**config.mk**
```make
export PLATFORM = sky130hd
export DESIGN_NAME = tx_dispatch_flat
export DESIGN_NICKNAME = d
export VERILOG_FILES = /design/src/rtl/tx_dispatch_if.sv /design/src/rtl/tx_dispatch.sv /design/src/flat_wrapper.sv
export SDC_FILE = /design/constraint.sdc
export NUM_CORES = 1
export LEC_CHECK = 0
export BUFFER_PORTS_ARGS = -buffer_cell sky130_fd_sc_hd__clkbuf_2
export CORE_ASPECT_RATIO = 2
export CORE_MARGIN = 5
export CORE_UTILIZATION = 56
export DETAILED_ROUTE_END_ITERATION = 8
export PLACE_DENSITY = 0.86
export SKIP_LAST_GASP = 1
export SYNTH_ARGS = -nofsm -noshare
export SYNTH_HDL_FRONTEND = slang
export SYNTH_SLANG_ARGS = --single-unit
```
**constraint.sdc**
```tcl
create_clock -name clk -period 3.1 [get_ports clk]
set_input_delay 0.155 -clock clk [delete_from_list [all_inputs] [get_ports clk]]
set_output_delay 0.155 -clock clk [all_outputs]
set_load 0.02 [all_outputs]
```
**src/rtl/tx_dispatch_if.sv**
```systemverilog
// Dispatcher bus bundle: source FIFO head, routing-table lookup, per-port strobes and status.
// The master modport is the dispatcher; the slave modport is the FIFO/table/port environment.
interface tx_dispatch_if #(
  parameter int SIZE     = 8,
  parameter int NPORTS   = 5,
  parameter int BITS_DIR = 3
);
  logic                empty;
  logic                read;
  logic [SIZE-1:0]     item_in;
  logic [SIZE-1:0]     table_addr;
  logic [BITS_DIR-1:0] table_data;
  logic [SIZE-1:0]     item_out;
  logic [NPORTS-1:0]   port_ena;
  logic [NPORTS-1:0]   port_busy;
  logic                stall;
  logic                route_err;
  logic                state_dbg;

  // Handshake: one item leaves the FIFO on every rising edge where read is high;
  // read is high only when empty is low and the item is either transferred or discarded.
  modport master (
    input  empty, item_in, table_data, port_busy,
    output read, table_addr, item_out, port_ena, stall, route_err, state_dbg
  );

  modport slave (
    output empty, item_in, table_data, port_busy,
    input  read, table_addr, item_out, port_ena, stall, route_err, state_dbg
  );
endinterface

```
**src/rtl/tx_dispatch.sv**
```systemverilog
// Packet dispatcher: routes the head item through a lookup table, locks the route for
// the rest of the packet, and forwards items one per cycle to the selected output port.
module tx_dispatch #(
  parameter int SIZE      = 8,
  parameter int NPORTS    = 5,
  parameter int BITS_DIR  = 3,
  parameter int PKT_LEN   = 1,
  parameter int STALL_MAX = 255
) (
  input  logic          clk,
  input  logic          rst_n,
  tx_dispatch_if.master bus
);
  localparam int CNT_W = (PKT_LEN > 1) ? $clog2(PKT_LEN) : 1;
  localparam int STL_W = $clog2(STALL_MAX + 1);

  typedef enum logic {HEAD = 1'b0, BODY = 1'b1} state_t;

  state_t              state, state_next;
  logic [CNT_W-1:0]    cnt, cnt_next;
  logic [BITS_DIR-1:0] lock_dir, lock_next;
  logic [STL_W-1:0]    stall_cnt, stall_next;
  logic [BITS_DIR-1:0] dir;
  logic [NPORTS-1:0]   dir_onehot;
  logic                dir_ok;
  logic                tgt_busy;
  logic                xfer;
  logic                discard;
  logic                advance;
  logic [SIZE-1:0]     item_q;
  logic [NPORTS-1:0]   ena_q;
  logic                stall_q;
  logic                err_q;

  // An out-of-range direction decodes to an all-zero one-hot, which doubles as the range check.
  always_comb begin
    dir        = (state == HEAD) ? bus.table_data : lock_dir;
    dir_onehot = '0;
    for (int p = 0; p < NPORTS; p++) begin
      dir_onehot[p] = (dir == BITS_DIR'(p));
    end
    dir_ok   = |dir_onehot;
    tgt_busy = |(dir_onehot & bus.port_busy);
    xfer     = !bus.empty && dir_ok && !tgt_busy;
    discard  = !bus.empty && !dir_ok;
    advance  = xfer || discard;
  end

  assign bus.read       = rst_n && advance;
  assign bus.table_addr = bus.item_in;
  assign bus.item_out   = item_q;
  assign bus.port_ena   = ena_q;
  assign bus.stall      = stall_q;
  assign bus.route_err  = err_q;
  assign bus.state_dbg  = (state == BODY);

  always_comb begin
    state_next = state;
    cnt_next   = cnt;
    lock_next  = lock_dir;
    case (state)
      HEAD: begin
        if (advance) begin
          lock_next = bus.table_data;
          if (PKT_LEN > 1) begin
            state_next = BODY;
            cnt_next   = CNT_W'(1);
          end
        end
      end
      BODY: begin
        if (advance) begin
          if (cnt == CNT_W'(PKT_LEN - 1)) begin
            state_next = HEAD;
            cnt_next   = '0;
          end else begin
            cnt_next = cnt + CNT_W'(1);
          end
        end
      end
      default: begin
        state_next = HEAD;
        cnt_next   = '0;
      end
    endcase
  end

  // Stall count only moves while an item is waiting on a busy target; empty cycles hold it.
  always_comb begin
    stall_next = stall_cnt;
    if (advance) begin
      stall_next = '0;
    end else if (!bus.empty && tgt_busy && (stall_cnt != STL_W'(STALL_MAX))) begin
      stall_next = stall_cnt + STL_W'(1);
    end
  end

  always_ff @(posedge clk or negedge rst_n) begin
    if (!rst_n) begin
      state     <= HEAD;
      cnt       <= '0;
      lock_dir  <= '0;
      stall_cnt <= '0;
      item_q    <= '0;
      ena_q     <= '0;
      stall_q   <= 1'b0;
      err_q     <= 1'b0;
    end else begin
      state     <= state_next;
      cnt       <= cnt_next;
      lock_dir  <= lock_next;
      stall_cnt <= stall_next;
      stall_q   <= (stall_next == STL_W'(STALL_MAX));
      ena_q     <= xfer ? dir_onehot : '0;
      if (xfer) begin
        item_q <= bus.item_in;
      end
      if ((state == HEAD) && discard) begin
        err_q <= 1'b1;
      end
    end
  end
endmodule

```
**src/flat_wrapper.sv**
```systemverilog
// flat-port wrapper written by rule: the top's interface ports become plain ports
module tx_dispatch_flat 
#(
  parameter int SIZE      = 8,
  parameter int NPORTS    = 5,
  parameter int BITS_DIR  = 3,
  parameter int PKT_LEN   = 1,
  parameter int STALL_MAX = 255
)
  (clk, rst_n, bus_empty, bus_item_in, bus_table_data, bus_port_busy, bus_read, bus_table_addr, bus_item_out, bus_port_ena, bus_stall, bus_route_err, bus_state_dbg);
  tx_dispatch_if #(.SIZE(SIZE), .NPORTS(NPORTS), .BITS_DIR(BITS_DIR)) bus_i ();
  input  logic clk;
  input  logic rst_n;
  input wire logic [$bits(bus_i.empty)-1:0] bus_empty;
  input wire logic [$bits(bus_i.item_in)-1:0] bus_item_in;
  input wire logic [$bits(bus_i.table_data)-1:0] bus_table_data;
  input wire logic [$bits(bus_i.port_busy)-1:0] bus_port_busy;
  output wire logic [$bits(bus_i.read)-1:0] bus_read;
  output wire logic [$bits(bus_i.table_addr)-1:0] bus_table_addr;
  output wire logic [$bits(bus_i.item_out)-1:0] bus_item_out;
  output wire logic [$bits(bus_i.port_ena)-1:0] bus_port_ena;
  output wire logic [$bits(bus_i.stall)-1:0] bus_stall;
  output wire logic [$bits(bus_i.route_err)-1:0] bus_route_err;
  output wire logic [$bits(bus_i.state_dbg)-1:0] bus_state_dbg;
  assign bus_i.empty = bus_empty;
  assign bus_i.item_in = bus_item_in;
  assign bus_i.table_data = bus_table_data;
  assign bus_i.port_busy = bus_port_busy;
  assign bus_read = bus_i.read;
  assign bus_table_addr = bus_i.table_addr;
  assign bus_item_out = bus_i.item_out;
  assign bus_port_ena = bus_i.port_ena;
  assign bus_stall = bus_i.stall;
  assign bus_route_err = bus_i.route_err;
  assign bus_state_dbg = bus_i.state_dbg;
  tx_dispatch #(.SIZE(SIZE), .NPORTS(NPORTS), .BITS_DIR(BITS_DIR), .PKT_LEN(PKT_LEN), .STALL_MAX(STALL_MAX)) u_core (.clk(clk), .rst_n(rst_n), .bus(bus_i));
endmodule
```
==> results of run 1 <==
[cell usage in the layout, fill, tap and decap left out, drive strengths merged, types with 2 or more instances in the layout]
cell type,synthesis,routed
mux2i,3,3
a211oi,5,5
or3,2,2
o21a,2,2
nand2,7,7
nand3,2,2
dfrtp,27,27
nor2b,2,2
o21ai,2,2
inv,4,4
a32oi,2,2
a21o,2,2
a21oi,5,5
nand2b,5,5
o211a,3,3
nor3b,2,2
nor3,4,4
o22a,2,2
xnor2,5,5
nor2,15,15
mux2,14,14
and4b,2,2
clkbuf,0,46
[sequential cells by signal, indices dropped and copies added (netlist names)]
| name | flops |
|---|---|
| u_core.bus.port_ena | 5 |
| u_core.bus.stall | 1 |
| u_core.lock_dir | 3 |
| u_core.bus.route_err | 1 |
| u_core.bus.state_dbg | 1 |
| u_core.stall_cnt | 8 |
| u_core.bus.item_out | 8 |
[final timing paths]
| kind | from | to | slack, ns | depth (start not counted) |
|---|---|---|---|---|
| max in group asynchronous | rst_n | u_core.lock_dir[0] | 2.23 | 2 |
| hold / removal | bus_item_in[6] | u_core.bus.item_out[6] | 0.12 | 2 |
| min in group asynchronous | rst_n | u_core.bus.item_out[5] | 0.43 | 2 |
| setup reg to reg | u_core.stall_cnt[0] | u_core.bus.stall | 0.62 | 7 |
| setup / recovery | u_core.stall_cnt[0] | u_core.bus.stall | 0.62 | 7 |
| hold reg to reg | u_core.bus.route_err | u_core.bus.route_err | 0.48 | 1 |
[repair_timing]
item,4_1_cts,5_1_grt
hold endpoints to repair,27,0
hold buffers,1,0
setup endpoints to repair,0,0
[power by group through the flow]
| stage | logic, uW | clock network, uW | registers, uW |
|---|---|---|---|
| after floorplan | 114 | 0 | 445 |
| final | 199 | 202 | 415 |
| after global routing | 214 | 218 | 420 |
| after detailed placement | 199 | 0 | 422 |
| after CTS | 201 | 207 | 414 |
| after global placement | 193 | 0 | 419 |
[cell families (layout without fill, tap and decap cells)]
logic type               Yosys count  in the layout
AO/OA/AOI/OAI                     32             32
AND/OR/NAND/NOR                   53             53
multiplexers                      17             17
adder cells (fa/ha/maj)            1              1
buffers and inverters             17             52
flip-flops                        27             27
XOR/XNOR                           5              5
[through the flow]
stage | power [uW] | instance area [um2]
2_1_floorplan | 559 | 1660
3_3_place_gp | 612 | 1810
3_5_place_dp | 621 | 1810
4_1_cts | 823 | 1860
5_1_grt | 852 | 1860
6_report | 815 | 1860
[cell type report]
cell class              instances  area (um2)
well taps                      30        37.5
clock buffers                   3        41.3
inverters                       4        15.0
multi-input cells             108         863
repair buffers                 44         225
clock inverters                 1        5.00
flip-flops and latches         27         676
fillers                       232        1040
[worst max-delay path, delay by kind of cell, from the launching register on]
family | cells | cell delay, ns
AO/OA/AOI/OAI | 2 | 0.68
adder cells (fa/ha/maj) | 1 | 0.26
flip-flops | 1 | 0.47
AND/OR/NAND/NOR | 4 | 0.97
[metal layers]
layer / wire length (um) / vias to the layer above
li1: - / 618
met5: 0 / -
met1: 1320 / 649
met3: 162 / 15
met2: 2060 / 53
met4: 139 / 0
==> results.json, run 1 <==
{
  "use_met1_pct": 19.0,
  "cp-end-kind": "flip-flop",
  "switching_share_pct": 31.2,
  "synthAdderAreaFrac_pct": 0.755,
  "p_sw_uw": 255,
  "num_vias": 1335,
  "top_usage_layer": "met2",
  "overflow": 0,
  "synth_top_area_cell": "dfrtp_1",
  "synth-simple-area-share_pct": 18.7,
  "clk_pin_slew_worst_paths_ns": 0.10,
  "met3_usage_pct": 2.57,
  "hold_viol": 0,
  "synth_area_leaders": "dfrtp_1 41%, mux2_2 6.8%, buf_4 4.5%, nor2_1 3.2%, mux2_4 2.7%",
  "whs_ns": 0.118,
  "yosys_register_bits": 27,
  "max_freq_mhz": 403,
  "max-vdd-ir-drop_uv": 297,
  "die_w_um": 48.5,
  "worstSkewPairLatency_ns": 0.28,
  "cts_resized": 0,
  "synth_fp_nets": 172,
  "setup_viol": 0,
  "nNetsFinal": 208,
  "drtAntennaViolNets": 0,
  "rows": 28,
  "crit_arrival_ns": 2.66,
  "yosys.area_share.xor_xnor_pct": 2.64,
  "post-synth-top-count-cell": "dfrtp_1",
  "ys_types": 58,
  "wire_per_inst_um": 17.0,
  "drive_gt1_share_pct": 39.0,
  "synth_common_cells": "27 x dfrtp_1, 14 x nor2_1, 10 x buf_4, 10 x mux2_2, 6 x nand2_1",
  "gr-usage-all-layers_pct": 18.6,
  "drt-total-wl_um": 3680,
  "outcome": "completed",
  "maxSlewViolCount": 0,
  "stdcell_count": 217,
  "crit_type": "flip-flop to flip-flop",
  "syn_inst": 152,
  "combinationalPowerShare_pct": 24.4,
  "timing.final.crit_share_pct": 80.1,
  "crit_chain": "ha_1 -> nand3_1 -> o21bai_1 -> nor2_2 -> nor3b_1 -> o211ai_1 -> nor4_1",
  "start_util_pct": 57.0,
  "crit_slowest_cell": "o21bai_1",
  "pin_count": 44,
  "post-place-ws_ns": 0.700,
  "grt_first_pass_wirelength_um": 6400,
  "p_int_uw": 561,
  "rsz0062_at_grt": "no",
  "cts_buffer_depth": 2,
  "numCtsBuffers": 3,
  "power_leakage_uw": 0.000900,
  "finalClockSkew_ns": 0.00913,
  "setup_tns_ns": 0,
  "cts_setup_buffers": 0,
  "drtIter0Drc": 50,
  "required_ns": 3.28,
  "clkPwrFrac_pct": 24.8,
  "synth_area_um2": 1660,
  "synth-compound-area-share_pct": 18.1,
  "synth.avg_cell_area_um2": 10.9,
  "synth_top_family_by_area": "simple AND/OR/NAND/NOR gates",
  "path_max_fanout": 7,
  "coreArea_um2": 2910,
  "worst_pin_slew_ns": 0.675,
  "gp_congestion": 0.931,
  "cts-root-buf": "clkbuf_8",
  "cap_violations": 0,
  "grt_max_degree": 29,
  "ys.flop_type": "dfrtp_1",
  "die_area_um2": 4210,
  "route.detailed.drc": 0,
  "synth.mux.area_fraction_pct": 12.0,
  "use_met2_pct": 34.5,
  "clock_sinks": 27,
  "hold_class": "input pin to flip-flop",
  "synth_top_area_share_pct": 40.8,
  "yosysWarningCount": 0,
  "max_stage_delay_ns": 0.55,
  "period_needed_ns": 2.48,
  "area_growth_pct": 12.5,
  "critPathLaunchType": "flip-flop",
  "port_buffers": 43,
  "maxSlewHeadroom_pct": 55.0,
  "diodes": 0,
  "synth-edff-count": 0,
  "hpwl_um": 2800,
  "cts_tree": "done",
  "setup_ws_ns": 0.618,
  "die_h_um": 86.9,
  "antenna_found_initial": 0,
  "p_seq_share_pct": 50.8,
  "dr.pass1.iters": 4,
  "ys_seq_area_share_pct": 40.8,
  "power_density_nw_per_um2": 438,
  "async_reset_ff_share_pct": 100,
  "htree_num_levels": 1,
  "final_util_pct": 64.1,
  "first_global_vias": 1460,
  "vias_per_cell": 6.15,
  "placed_cells": 212
}
Note: power is estimated with default switching activity, not from simulation.
==> run 2, diff against run 1 <==
--- a/config.mk
+++ b/config.mk
@@ -5,12 +5,13 @@
 export SDC_FILE = /design/constraint.sdc
 export NUM_CORES = 1
 export LEC_CHECK = 0
+export ABC_AREA = 1
 export BUFFER_PORTS_ARGS = -buffer_cell sky130_fd_sc_hd__clkbuf_2
 export CORE_ASPECT_RATIO = 2
 export CORE_MARGIN = 5
-export CORE_UTILIZATION = 56
+export CORE_UTILIZATION = 46
 export DETAILED_ROUTE_END_ITERATION = 8
-export PLACE_DENSITY = 0.86
+export PLACE_DENSITY = 0.77
 export SKIP_LAST_GASP = 1
 export SYNTH_ARGS = -nofsm -noshare
 export SYNTH_HDL_FRONTEND = slang
==> constraint.sdc (replaced) <==
create_clock -name clk -period 2 [get_ports clk]
set_input_delay 0.1 -clock clk [delete_from_list [all_inputs] [get_ports clk]]
set_output_delay 0.1 -clock clk [all_outputs]
set_load 0.02 [all_outputs]
==> run 2 against run 1 <==
Effect of this change: total power rose by 52%; critical endpoint is now bus_read; highest routed layer unchanged; non-clock buffer count rose by 9; cell area rose by 0.60%; count of clock-buffer cells in the layout did not move; via count rose by 4.0%.
==> results.json, run 2 <==
{
  "rr_endpoint": "u_core.bus.stall",
  "min_from": "bus_item_in[6]",
  "whs_endpoint": "u_core.bus.item_out[6]",
  "worst_pin_slew_ns": 0.553,
  "syn_inst": 194,
  "outcome": "completed",
  "cap_violations": 0,
  "hold_class": "input pin to flip-flop",
  "cts-root-buf": "clkbuf_8",
  "dr.pass1.iters": 4,
  "setup_ws_ns": 0.0150,
  "maxSlewHeadroom_pct": 63.1,
  "grt_max_degree": 28,
  "post-synth-top-count-cell": "nand2_1",
  "ys_seq_area_share_pct": 43.9,
  "worst-path-buf-inv": 1,
  "ys.flop_type": "dfrtp_1",
  "r2r_slack_ns": 0.05,
  "final_common_cell": "nand2_1",
  "critPathLaunchType": "flip-flop",
  "ys_types": 25,
  "htree_num_levels": 1,
  "timing.final.crit_share_pct": 99.2,
  "r2r_start": "u_core.bus.state_dbg",
  "routed.top_layer": "met4",
  "required_ns": 1.90,
  "setup_viol": 0,
  "gr-usage-all-layers_pct": 16.4,
  "max_stage_delay_ns": 0.50,
  "cts_buffer_depth": 2,
  "crit_top_cell": "o21ai_4",
  "numCtsBuffers": 3,
  "hold_viol": 0,
  "drt-total-wl_um": 3700,
  "start_util_pct": 48.2,
  "crit_type": "flip-flop to output pin",
  "first_global_vias": 1389,
  "port_buffers": 43,
  "max_freq_mhz": 504,
  "area_growth_pct": 21.8,
  "antenna_found_initial": 0,
  "drt-met1-wl_um": 1250,
  "hpwl_um": 2950,
  "wl_met3_um": 210,
  "rows": 29,
  "coreArea_um2": 3190,
  "drtIter0Drc": 36,
  "fillers": 295,
  "power_leakage_uw": 0.00103,
  "yosys_register_bits": 27,
  "die_w_um": 50.9,
  "min_path_cells": 3,
  "diodes": 0,
  "grt_first_pass_wirelength_um": 6000,
  "async_reset_ff_share_pct": 100,
  "cp-end-kind": "output pin",
  "crit_family": "compound AO/OA/AOI/OAI gates",
  "most-common-layout-cells": "51 x nand2_1, 42 x clkbuf_2, 27 x inv_1",
  "drtAntennaViolNets": 0,
  "yosysWarningCount": 0,
  "finalClockSkew_ns": 0.00298,
  "cts_tree": "done",
  "synth.avg_cell_area_um2": 7.93,
  "wl_met2_um": 2100,
  "post-place-ws_ns": -0.0379,
  "num_vias": 1388,
  "max-vdd-ir-drop_uv": 476,
  "synth_area_um2": 1540,
  "final_util_pct": 58.7,
  "clk_pin_slew_worst_paths_ns": 0.09,
  "synth_top_area_cell": "dfrtp_1",
  "setup_tns_ns": 0,
  "synth-edff-count": 0,
  "crit_arrival_ns": 1.88,
  "nNetsFinal": 260,
  "pin_count": 44,
  "die_area_um2": 4670,
  "synth_common_cells": "56 x nand2_1, 27 x dfrtp_1, 27 x inv_1, 19 x nor2_1, 13 x nand3_1",
  "route.detailed.drc": 0,
  "crit_slowest_cell": "dfrtp_2",
  "power_density_nw_per_um2": 662,
  "path_max_fanout": 8,
  "reg2regPathDepth": 10,
  "vias_per_cell": 5.14,
  "worstSkewPairLatency_ns": 0.27,
  "wire_per_inst_um": 13.7,
  "synth_top_area_share_pct": 43.9,
  "overflow": 0,
  "maxSlewViolCount": 0,
  "drive_gt1_share_pct": 36.4,
  "rsz0062_at_grt": "yes",
  "clock_sinks": 27,
  "synth_area_leaders": "dfrtp_1 44%, nand2_1 14%, inv_1 6.6%, nor2_1 4.6%, nand3_1 4.2%",
  "gp_congestion": 0.853,
  "cp.depth": 7,
  "period_needed_ns": 1.98,
  "die_h_um": 91.8,
  "crit_chain": "o21ai_4 -> nand4_1 -> nand3_2 -> nor2_4 -> o21ai_4 -> nor2_1 -> buf_4",
  "synth_fp_nets": 214
}
[run 2: changes by cell type in the layout (fill, tap and decap cells not counted), moves of 4 or more]
| cell | before | now |
|---|---|---|
| a21oi_1 | 5 | 0 |
| nand4_1 | 1 | 10 |
| buf_4 | 0 | 10 |
| xnor2_1 | 5 | 1 |
| nand2_2 | 1 | 6 |
| mux2_2 | 10 | 0 |
| nand3_1 | 2 | 9 |
| inv_1 | 4 | 27 |
| nand2b_1 | 5 | 0 |
| nand2_1 | 6 | 51 |
| nand2_4 | 0 | 5 |
| nand3_2 | 0 | 7 |
[run 2: stage by stage]
stage	area [um2]	std cells	total power, uW	hold WS (ns)
global placement	1720	259	920	0.122
CTS	1780	264	1230	0.0315
floorplan	1540	194	827	-0.196
global route	1870	270	1310	0.0413
detailed placement	1720	259	925	0.132
finish	1870	270	1240	0.0316
[run 2: metal layers]
metal | track usage [%] | vias up
met5 | 0 | -
met4 | 7.89 | 0
met3 | 2.44 | 11
met2 | 31.1 | 42
met1 | 16.0 | 639
li1 | - | 696
[run 2: power breakdown]
part / total [uW] / internal (uW) / switching [uW]
Combinational: 308 / 107 / 201
Sequential: 626 / 595 / 30.6
Clock: 307 / 141 / 165
Total: 1240 / 844 / 397
[run 2: tightest hold or removal path, cell delays in order]
cell and delay (ns):
clkbuf_2 0.09, nand2_1 0.05, nand2_1 0.04
[run 2: how the worst max path moves through the flow]
stage	to	slack [ns]	from
after global placement	u_core.lock_dir[1]	0.03	u_core.bus.state_dbg
after global routing	bus_read	-0.09	u_core.bus.state_dbg
after floorplan	u_core.lock_dir[0]	0.21	u_core.bus.state_dbg
after detailed placement	u_core.lock_dir[1]	-0.04	u_core.bus.state_dbg
after CTS	bus_read	0.02	u_core.bus.state_dbg
final	bus_read	0.02	u_core.bus.state_dbg
[run 2: kinds of logic after synthesis]
group	share of synthesized area (%)
and+or+nand+nor	37.1
buffers and inverters	13.7
DFF	43.9
AOI/OAI and AO/OA	3.98
xor gates and xnor gates	0.569
adders and majority gates	0.813
[run 2: what timing repair did]
item                                    in CTS  in global routing
hold buffers                                 1                  0
gates resized for setup                      2                 15
buffers inserted                             0                  6
endpoints found under the hold margin       27                  0
pin swaps                                    0                  5
endpoints found under the setup margin       5                  5
[run 2: area by class of cell]
class | instances | area [um2] | share of cell area (%)
Timing Repair Buffer | 53 | 295 | 15.8
Sequential cell | 27 | 677 | 36.1
Clock buffer | 3 | 41.3 | 2.20
Clock inverter | 1 | 7.51 | 0.401
Multi-Input combinational cell | 126 | 703 | 37.5
Tap cell | 31 | 38.8 | 2.07
Inverter | 29 | 111 | 5.94
